## config.mk

```make
export PLATFORM = sky130hd
export DESIGN_NAME = lif_stdp_pair
export DESIGN_NICKNAME = d
export VERILOG_FILES = /design/src/rtl/stdp_pkg.sv /design/src/rtl/lif_neuron.sv /design/src/rtl/lif_stdp_pair.sv
export SDC_FILE = /design/constraint.sdc
export NUM_CORES = 1
export LEC_CHECK = 0
export CORE_MARGIN = 2
export CORE_UTILIZATION = 50
export DETAILED_ROUTE_END_ITERATION = 16
export PLACE_DENSITY_LB_ADDON = 0.3
export REMOVE_ABC_BUFFERS = 1
export SYNTH_ARGS = -nofsm -noshare
export SYNTH_HDL_FRONTEND = slang
export SYNTH_SLANG_ARGS = --single-unit
```

## constraint.sdc

```tcl
create_clock -name clk -period 5.6 [get_ports clk]
set_clock_uncertainty 0.2 [all_clocks]
set_input_delay 0.56 -clock clk [delete_from_list [all_inputs] [get_ports clk]]
set_output_delay 0.56 -clock clk [all_outputs]
set_load 0.005 [all_outputs]
```

## src/rtl/stdp_pkg.sv

```systemverilog
// -----------------------------------------------------------------------------
// stdp_pkg
// Shared defaults and the saturating clamp helper for the LIF/STDP neuron pair.
// The constants set the default parameters of lif_neuron and lif_stdp_pair.
// clamp_u limits a signed value to the range [0, hi]. Both the membrane
// saturation and the weight update use it.
// -----------------------------------------------------------------------------
package stdp_pkg;

  localparam int W_DEF          = 8;
  localparam int WW_DEF         = 8;
  localparam int TW_DEF         = 4;
  localparam int LEAK_SHIFT_DEF = 3;
  localparam int THRESH_DEF     = 200;
  localparam int W_INIT_DEF     = 64;
  localparam int W_MAX_DEF      = 255;
  localparam int A_PLUS_DEF     = 16;
  localparam int A_MINUS_DEF    = 16;

  // Clamp a signed value into [0, hi]; 34 bits hold any 32-bit sum/difference.
  function automatic logic [31:0] clamp_u(input logic signed [33:0] val,
                                          input logic [31:0] hi);
    logic signed [33:0] hi_s;
    hi_s = $signed({2'b00, hi});
    if (val < 34'sd0) begin
      clamp_u = 32'd0;
    end else if (val > hi_s) begin
      clamp_u = hi;
    end else begin
      clamp_u = val[31:0];
    end
  endfunction

endpackage

```

## src/rtl/lif_neuron.sv

```systemverilog
// -----------------------------------------------------------------------------
// lif_neuron
// This is a single leaky integrate-and-fire neuron. On each enabled cycle it
// forms v - (v >> LEAK_SHIFT) + cur and saturates the result to 2^W-1.
// Reaching THRESH resets the membrane to zero and raises spike for one cycle.
// Ports:
//   clk, rst_n  clock, async active-low reset
//   en          1 advances the neuron, 0 holds it
//   cur [W]     input current
//   spike       registered one-cycle spike pulse
//   state [W]   registered membrane potential
// -----------------------------------------------------------------------------
module lif_neuron
  import stdp_pkg::*;
#(
  parameter int W          = W_DEF,
  parameter int LEAK_SHIFT = LEAK_SHIFT_DEF,
  parameter int THRESH     = THRESH_DEF
) (
  input  logic         clk,
  input  logic         rst_n,
  input  logic         en,
  input  logic [W-1:0] cur,
  output logic         spike,
  output logic [W-1:0] state
);

  localparam logic [31:0] VMAX = (32'd1 << W) - 32'd1;

  logic [W-1:0] v_r;
  logic         spike_r;
  logic [W:0]   sum_s;
  logic [W-1:0] sum_sat_s;
  logic         fire_s;

  // Leak, integrate and saturate; the W+1-bit sum cannot wrap.
  always_comb begin
    sum_s     = {1'b0, v_r} - {1'b0, (v_r >> LEAK_SHIFT)} + {1'b0, cur};
    sum_sat_s = W'(clamp_u(34'(sum_s), VMAX));
    fire_s    = (32'(sum_sat_s) >= 32'(THRESH));
  end

  // Membrane and spike registers; a crossing reloads zero and pulses once.
  always_ff @(posedge clk or negedge rst_n) begin
    if (!rst_n) begin
      v_r     <= {W{1'b0}};
      spike_r <= 1'b0;
    end else if (en) begin
      if (fire_s) begin
        v_r     <= {W{1'b0}};
        spike_r <= 1'b1;
      end else begin
        v_r     <= sum_sat_s;
        spike_r <= 1'b0;
      end
    end
  end

  assign spike = spike_r;
  assign state = v_r;

endmodule

```

## src/rtl/lif_stdp_pair.sv

```systemverilog
// -----------------------------------------------------------------------------
// lif_stdp_pair
// A presynaptic and a postsynaptic LIF neuron are joined by one plastic
// synapse. The pair uses pair-based STDP with linearly decaying trace timers.
// A post spike potentiates the weight in proportion to the presynaptic timer.
// A pre spike depresses it in proportion to the postsynaptic timer.
// Ports:
//   clk, rst_n            clock, async active-low reset
//   en                    1 advances neurons/timers/weight, 0 holds everything
//   learn_en              1 permits weight changes (timers run regardless)
//   cur_pre [W]           current into the presynaptic neuron
//   cur_post [W]          external current into the postsynaptic neuron
//   spike_pre/spike_post  registered spike pulses
//   state_pre/state_post  registered membrane potentials
//   weight [WW]           current synaptic weight
// -----------------------------------------------------------------------------
module lif_stdp_pair
  import stdp_pkg::*;
#(
  parameter int W          = W_DEF,
  parameter int WW         = WW_DEF,
  parameter int TW         = TW_DEF,
  parameter int LEAK_SHIFT = LEAK_SHIFT_DEF,
  parameter int THRESH     = THRESH_DEF,
  parameter int W_INIT     = W_INIT_DEF,
  parameter int W_MAX      = W_MAX_DEF,
  parameter int A_PLUS     = A_PLUS_DEF,
  parameter int A_MINUS    = A_MINUS_DEF
) (
  input  logic          clk,
  input  logic          rst_n,
  input  logic          en,
  input  logic          learn_en,
  input  logic [W-1:0]  cur_pre,
  input  logic [W-1:0]  cur_post,
  output logic          spike_pre,
  output logic          spike_post,
  output logic [W-1:0]  state_pre,
  output logic [W-1:0]  state_post,
  output logic [WW-1:0] weight
);

  if (WW > W) begin : g_ww_check
    $error("lif_stdp_pair: WW must not exceed W");
  end

  localparam logic [TW-1:0] TMAX = {TW{1'b1}};
  localparam logic [31:0]   VMAX = (32'd1 << W) - 32'd1;

  logic [TW-1:0] pre_timer_r;
  logic [TW-1:0] post_timer_r;
  logic [WW-1:0] weight_r;
  logic [W-1:0]  syn_s;
  logic [W-1:0]  cur_post_s;
  logic [31:0]   ltp_s;
  logic [31:0]   ltd_s;
  logic [WW-1:0] weight_next_s;
  logic [TW-1:0] pre_timer_next_s;
  logic [TW-1:0] post_timer_next_s;

  lif_neuron #(.W(W), .LEAK_SHIFT(LEAK_SHIFT), .THRESH(THRESH)) u_pre (
    .clk   (clk),
    .rst_n (rst_n),
    .en    (en),
    .cur   (cur_pre),
    .spike (spike_pre),
    .state (state_pre)
  );

  lif_neuron #(.W(W), .LEAK_SHIFT(LEAK_SHIFT), .THRESH(THRESH)) u_post (
    .clk   (clk),
    .rst_n (rst_n),
    .en    (en),
    .cur   (cur_post_s),
    .spike (spike_post),
    .state (state_post)
  );

  // Synaptic drive into the post neuron and the STDP weight/timer next-state.
  always_comb begin
    if (spike_pre) begin
      syn_s = W'(weight_r);
    end else begin
      syn_s = {W{1'b0}};
    end
    cur_post_s = W'(clamp_u(34'(cur_post) + 34'(syn_s), VMAX));

    // Gains read the timers before this edge's reload/decrement.
    if (spike_post && learn_en) begin
      ltp_s = (32'(pre_timer_r) * 32'(A_PLUS)) >> TW;
    end else begin
      ltp_s = 32'd0;
    end
    if (spike_pre && learn_en) begin
      ltd_s = (32'(post_timer_r) * 32'(A_MINUS)) >> TW;
    end else begin
      ltd_s = 32'd0;
    end
    weight_next_s = WW'(clamp_u($signed(34'(weight_r)) + $signed(34'(ltp_s))
                                - $signed(34'(ltd_s)), 32'(W_MAX)));

    if (spike_pre) begin
      pre_timer_next_s = TMAX;
    end else if (pre_timer_r != {TW{1'b0}}) begin
      pre_timer_next_s = pre_timer_r - {{(TW-1){1'b0}}, 1'b1};
    end else begin
      pre_timer_next_s = {TW{1'b0}};
    end
    if (spike_post) begin
      post_timer_next_s = TMAX;
    end else if (post_timer_r != {TW{1'b0}}) begin
      post_timer_next_s = post_timer_r - {{(TW-1){1'b0}}, 1'b1};
    end else begin
      post_timer_next_s = {TW{1'b0}};
    end
  end

  // Trace timers and weight register; en=0 freezes all of them.
  always_ff @(posedge clk or negedge rst_n) begin
    if (!rst_n) begin
      pre_timer_r  <= {TW{1'b0}};
      post_timer_r <= {TW{1'b0}};
      weight_r     <= WW'(W_INIT);
    end else if (en) begin
      pre_timer_r  <= pre_timer_next_s;
      post_timer_r <= post_timer_next_s;
      weight_r     <= weight_next_s;
    end
  end

  assign weight = weight_r;

endmodule

```

==> metrics.md, run 1 <==
| Metric | Value |
|---|---|
| Outcome | `finished clean` |
| Clock sink count | `34` |
| Setup ws final | `0.607 ns` |
| Post-DRT Antenna Nets | `0` |
| Worst slack, placed | `between 0.3 and 0.4 ns` |
| # rows | `30` |
| DR pass1 iterations | `5` |
| Cell family with most CP delay | `compound AO/OA/AOI/OAI gates` |
| Final Hold Fails | `0` |
| Max-Cap Viols | `0` |
| Ant diodes | `0` |
| Number of port buffers | `45` |
| Max FO, Critical Path | `6` |
| Post-CTS setup buffers | `0` |
| Count leader, synth | `inv_1` |
| Worst R2R Setup Slack | `around 0.67 ns` |
| CP bufs+invs | `2` |
| Syn-to-layout area delta | `17.0%` |
| Area share of the largest cell type after synthesis | `a little under a quarter` |
| Avg Cell Area, Syn | `around 8.8 um2` |
| RR Startpoint | `u_pre.spike$_DFFE_PN0P_` |
| Worst hold path type | `reg -> reg` |
| Yosys reg bits | `34` |
| Post-cts resize count | `0` |
| Dpl hpwl | `around 6000 um` |
| Routed wire per std cell | `14.2 um` |
| Final cycle utilization of the critical path | `between 80% and 90%` |
| CP Launch Type | `input pin` |
| H-tree depth | `2` |
| Final GP Congestion | `0.961` |
| Fill count | `593` |
| Hold buffers post-CTS | `0` |
| Chip Height | `roughly 90 um` |
| Initial core utilization | `between 50% and 60%` |
| Total grt overflow | `0` |
| Initial DRC count | `~210` |
| Area of placed instances | `between 4000 and 5000 um2` |
| Synth Flop Type | `dfrtp_1` |
| Total GRT Usage | `~22%` |
| Crit. End Element | `register` |
| CP Data Required Time | `about 5.6 ns` |
| Measured slew at the worst slew-check pin | `0.795 ns` |
| Share of cells above drive strength 1 | `under 10%` |
| Horiz. Die Dim | `between 80 and 90 um` |
| Clk Latency, worst-skew pair | `0.29 ns` |
| RSZ-0062 raised after global routing | `false` |
| I/O pin cnt | `46` |
| Max Root-Sink Buffers | `2` |
| Area of the multi-input gates | `2410 um2` |
| CP arrival | `5.02 ns` |
| Post-synth EDFFs | `0` |
| CP cell instances | `clkdlybuf4s50_1 -> ha_1 -> inv_1 -> fa_1 -> nor2b_1 -> o21ai_1 -> a21boi_0 -> o21a_1 -> o211ai_1 -> nand3_1 -> fa_1 -> fa_1 -> a21o_1 -> a21oi_1 -> xor2_1 -> o21ai_0 -> a311oi_4 -> a22o_1` |
| Cell variety after synth | `between 60 and 70` |
| Synth warn | `0` |
| Largest net degree at the start of global routing | `35` |
| Post-synthesis sequential area ratio | `23.7%` |
| Synth top area cells | `dfrtp_1 (23%), ha_1 (15%), fa_1 (8.4%)` |
| Synth area leader | `dfrtp_1` |
| Slowest CP cell | `fa_1` |
| Final Max Slew Viols | `0` |
| Vias in the first global route | `roughly 3000` |
| Slew margin rel. | `between 40% and 50%` |
| Vias per Instance | `between 5 and 6` |
| Worst r2r dst | `u_post.state[1]$_DFFE_PN0P_` |
| Syn Std Cell Area | `between 3000 and 4000 um2` |
| Design Area, Final | `around 4200 um2` |
| CTS Root Buffer Type | `clkbuf_8` |
| Vias | `slightly above 3000` |
| Die Area | `7870 um2` |
| Reg2reg path depth | `18` |
| Delay of the slowest critical-path stage | `between 0.4 and 0.5 ns` |
| Nets | `533` |
| Setup crit end | `u_post.state[1]$_DFFE_PN0P_` |
| Most numerous cell on the critical path | `fa_1` |
| Top cells by count, synth | `inv_1 (71), ha_1 (43), dfrtp_1 (33), nor2_1 (25), nand2_1 (23)` |
| Setup CP Type | `in -> reg` |
| Fin crit period | `between 4 and 5 ns` |
| Reg clk slew, reported paths | `roughly 0.070 ns` |
| Register area | `approximately 850 um2` |
| Initial antenna violation count | `0` |
| Num CTS Buffers | `5` |
| Setup tns final | `0 ns` |
| Residual DRC | `0` |
| CORE AREA | `~6900 um2` |
| TritonCTS clock tree | `done` |
| Crit path from | `cur_post[0]` |
| First-pass GRT wire length | `roughly 14000 um` |
| Max Clk Rate | `200 MHz` |
| Ys async rst share | `between 90% and 100%` |
| Core Util, Final | `61.2%` |
| Post-synthesis cell count | `~410` |
| Final Setup Violations | `0` |
| Final WL | `around 7800 um` |
| Levels on crit path | `18` |
[logic make-up after synthesis]
group / after synthesis / share of synthesized area (%)
muxes: 1 / 0.627
DFF: 34 / 23.7
AOI/OAI and AO/OA: 115 / 23.8
and+or+nand+nor: 101 / 14.2
buffers and inverters: 80 / 9.20
xor gates and xnor gates: 20 / 5.09
adders and majority gates: 58 / 23.4
[cell usage in the layout (no fill, tap or decap), types with 10 or more instances in the layout]
cell type / count
inv_1: 71
clkdlybuf4s50_1: 45
ha_1: 43
dfrtp_1: 33
nor2_1: 25
nand2_1: 23
a21oi_1: 20
o21ai_0: 16
fa_1: 15
a21o_1: 10
xnor2_1: 10
[layout make-up]
cell class / instances / share of cell area (%)
Timing Repair Buffer: 48 / 11.3
Multi-Input combinational cell: 295 / 57.3
Clock inverter: 2 / 0.238
Clock buffer: 6 / 1.73
Sequential cell: 34 / 20.3
Tap cell: 96 / 2.86
Inverter: 71 / 6.34
[worst reg2reg max path, delay by kind of cell, from the launching register on]
family	cells	cell delay (ns)
fa+ha+maj	4	1.49
buf+inv	1	0.05
xor+xnor	1	0.20
compound gates	9	1.99
simple gates	3	0.47
flops	1	0.47
[stage by stage]
step,hold WS (ns),std cells
final,0.369,552
after CTS,0.370,552
after global routing,0.400,552
after floorplan,0.0644,400
after detailed placement,0.352,544
after global placement,0.341,544
[registers in the layout (all words and copies together), names as in the netlist]
register and flops:
u_pre.state 8, post_timer_r 4, u_pre.spike 1, u_post.spike 1
pre_timer_r 4, weight 8, u_post.state 8
[layer usage]
metal | part of all wire [%] | vias up | GRT usage (%)
met2 | 45 | 78 | 34.1
met3 | 3.4 | 16 | 2.89
met1 | 50 | 1424 | 31.6
met5 | 0 | - | 0
li1 | - | 1531 | -
met4 | 1.6 | 0 | 6.06
[worst min path at each step]
stage	cells after the start	start	slack, ns	end
floorplan	0	rst_n	0.06	post_timer_r[0]$_DFFE_PN0P_
global placement	1	u_post.state[7]$_DFFE_PN0P_	0.34	u_post.state[7]$_DFFE_PN0P_
detailed placement	2	pre_timer_r[2]$_DFFE_PN0P_	0.35	pre_timer_r[2]$_DFFE_PN0P_
CTS	2	pre_timer_r[2]$_DFFE_PN0P_	0.37	pre_timer_r[2]$_DFFE_PN0P_
global route	1	u_post.state[7]$_DFFE_PN0P_	0.40	u_post.state[7]$_DFFE_PN0P_
finish	1	u_post.state[6]$_DFFE_PN0P_	0.37	u_post.state[6]$_DFFE_PN0P_
Power of run 1 is not shown: default switching activity piles up to over one toggle a cycle in this logic, so the estimate is an artifact.
==> inputs of run 2 (changes only) <==
--- a/config.mk
+++ b/config.mk
@@ -10,6 +10,7 @@
 export DETAILED_ROUTE_END_ITERATION = 16
 export PLACE_DENSITY_LB_ADDON = 0.3
 export REMOVE_ABC_BUFFERS = 1
+export SETUP_SLACK_MARGIN = 0.02
 export SYNTH_ARGS = -nofsm -noshare
 export SYNTH_HDL_FRONTEND = slang
 export SYNTH_SLANG_ARGS = --single-unit
==> results of run 2 <==
Same layout as run 1: the final DEF is identical, and so are final timing and power.
Power of run 2 is left out for the same reason.
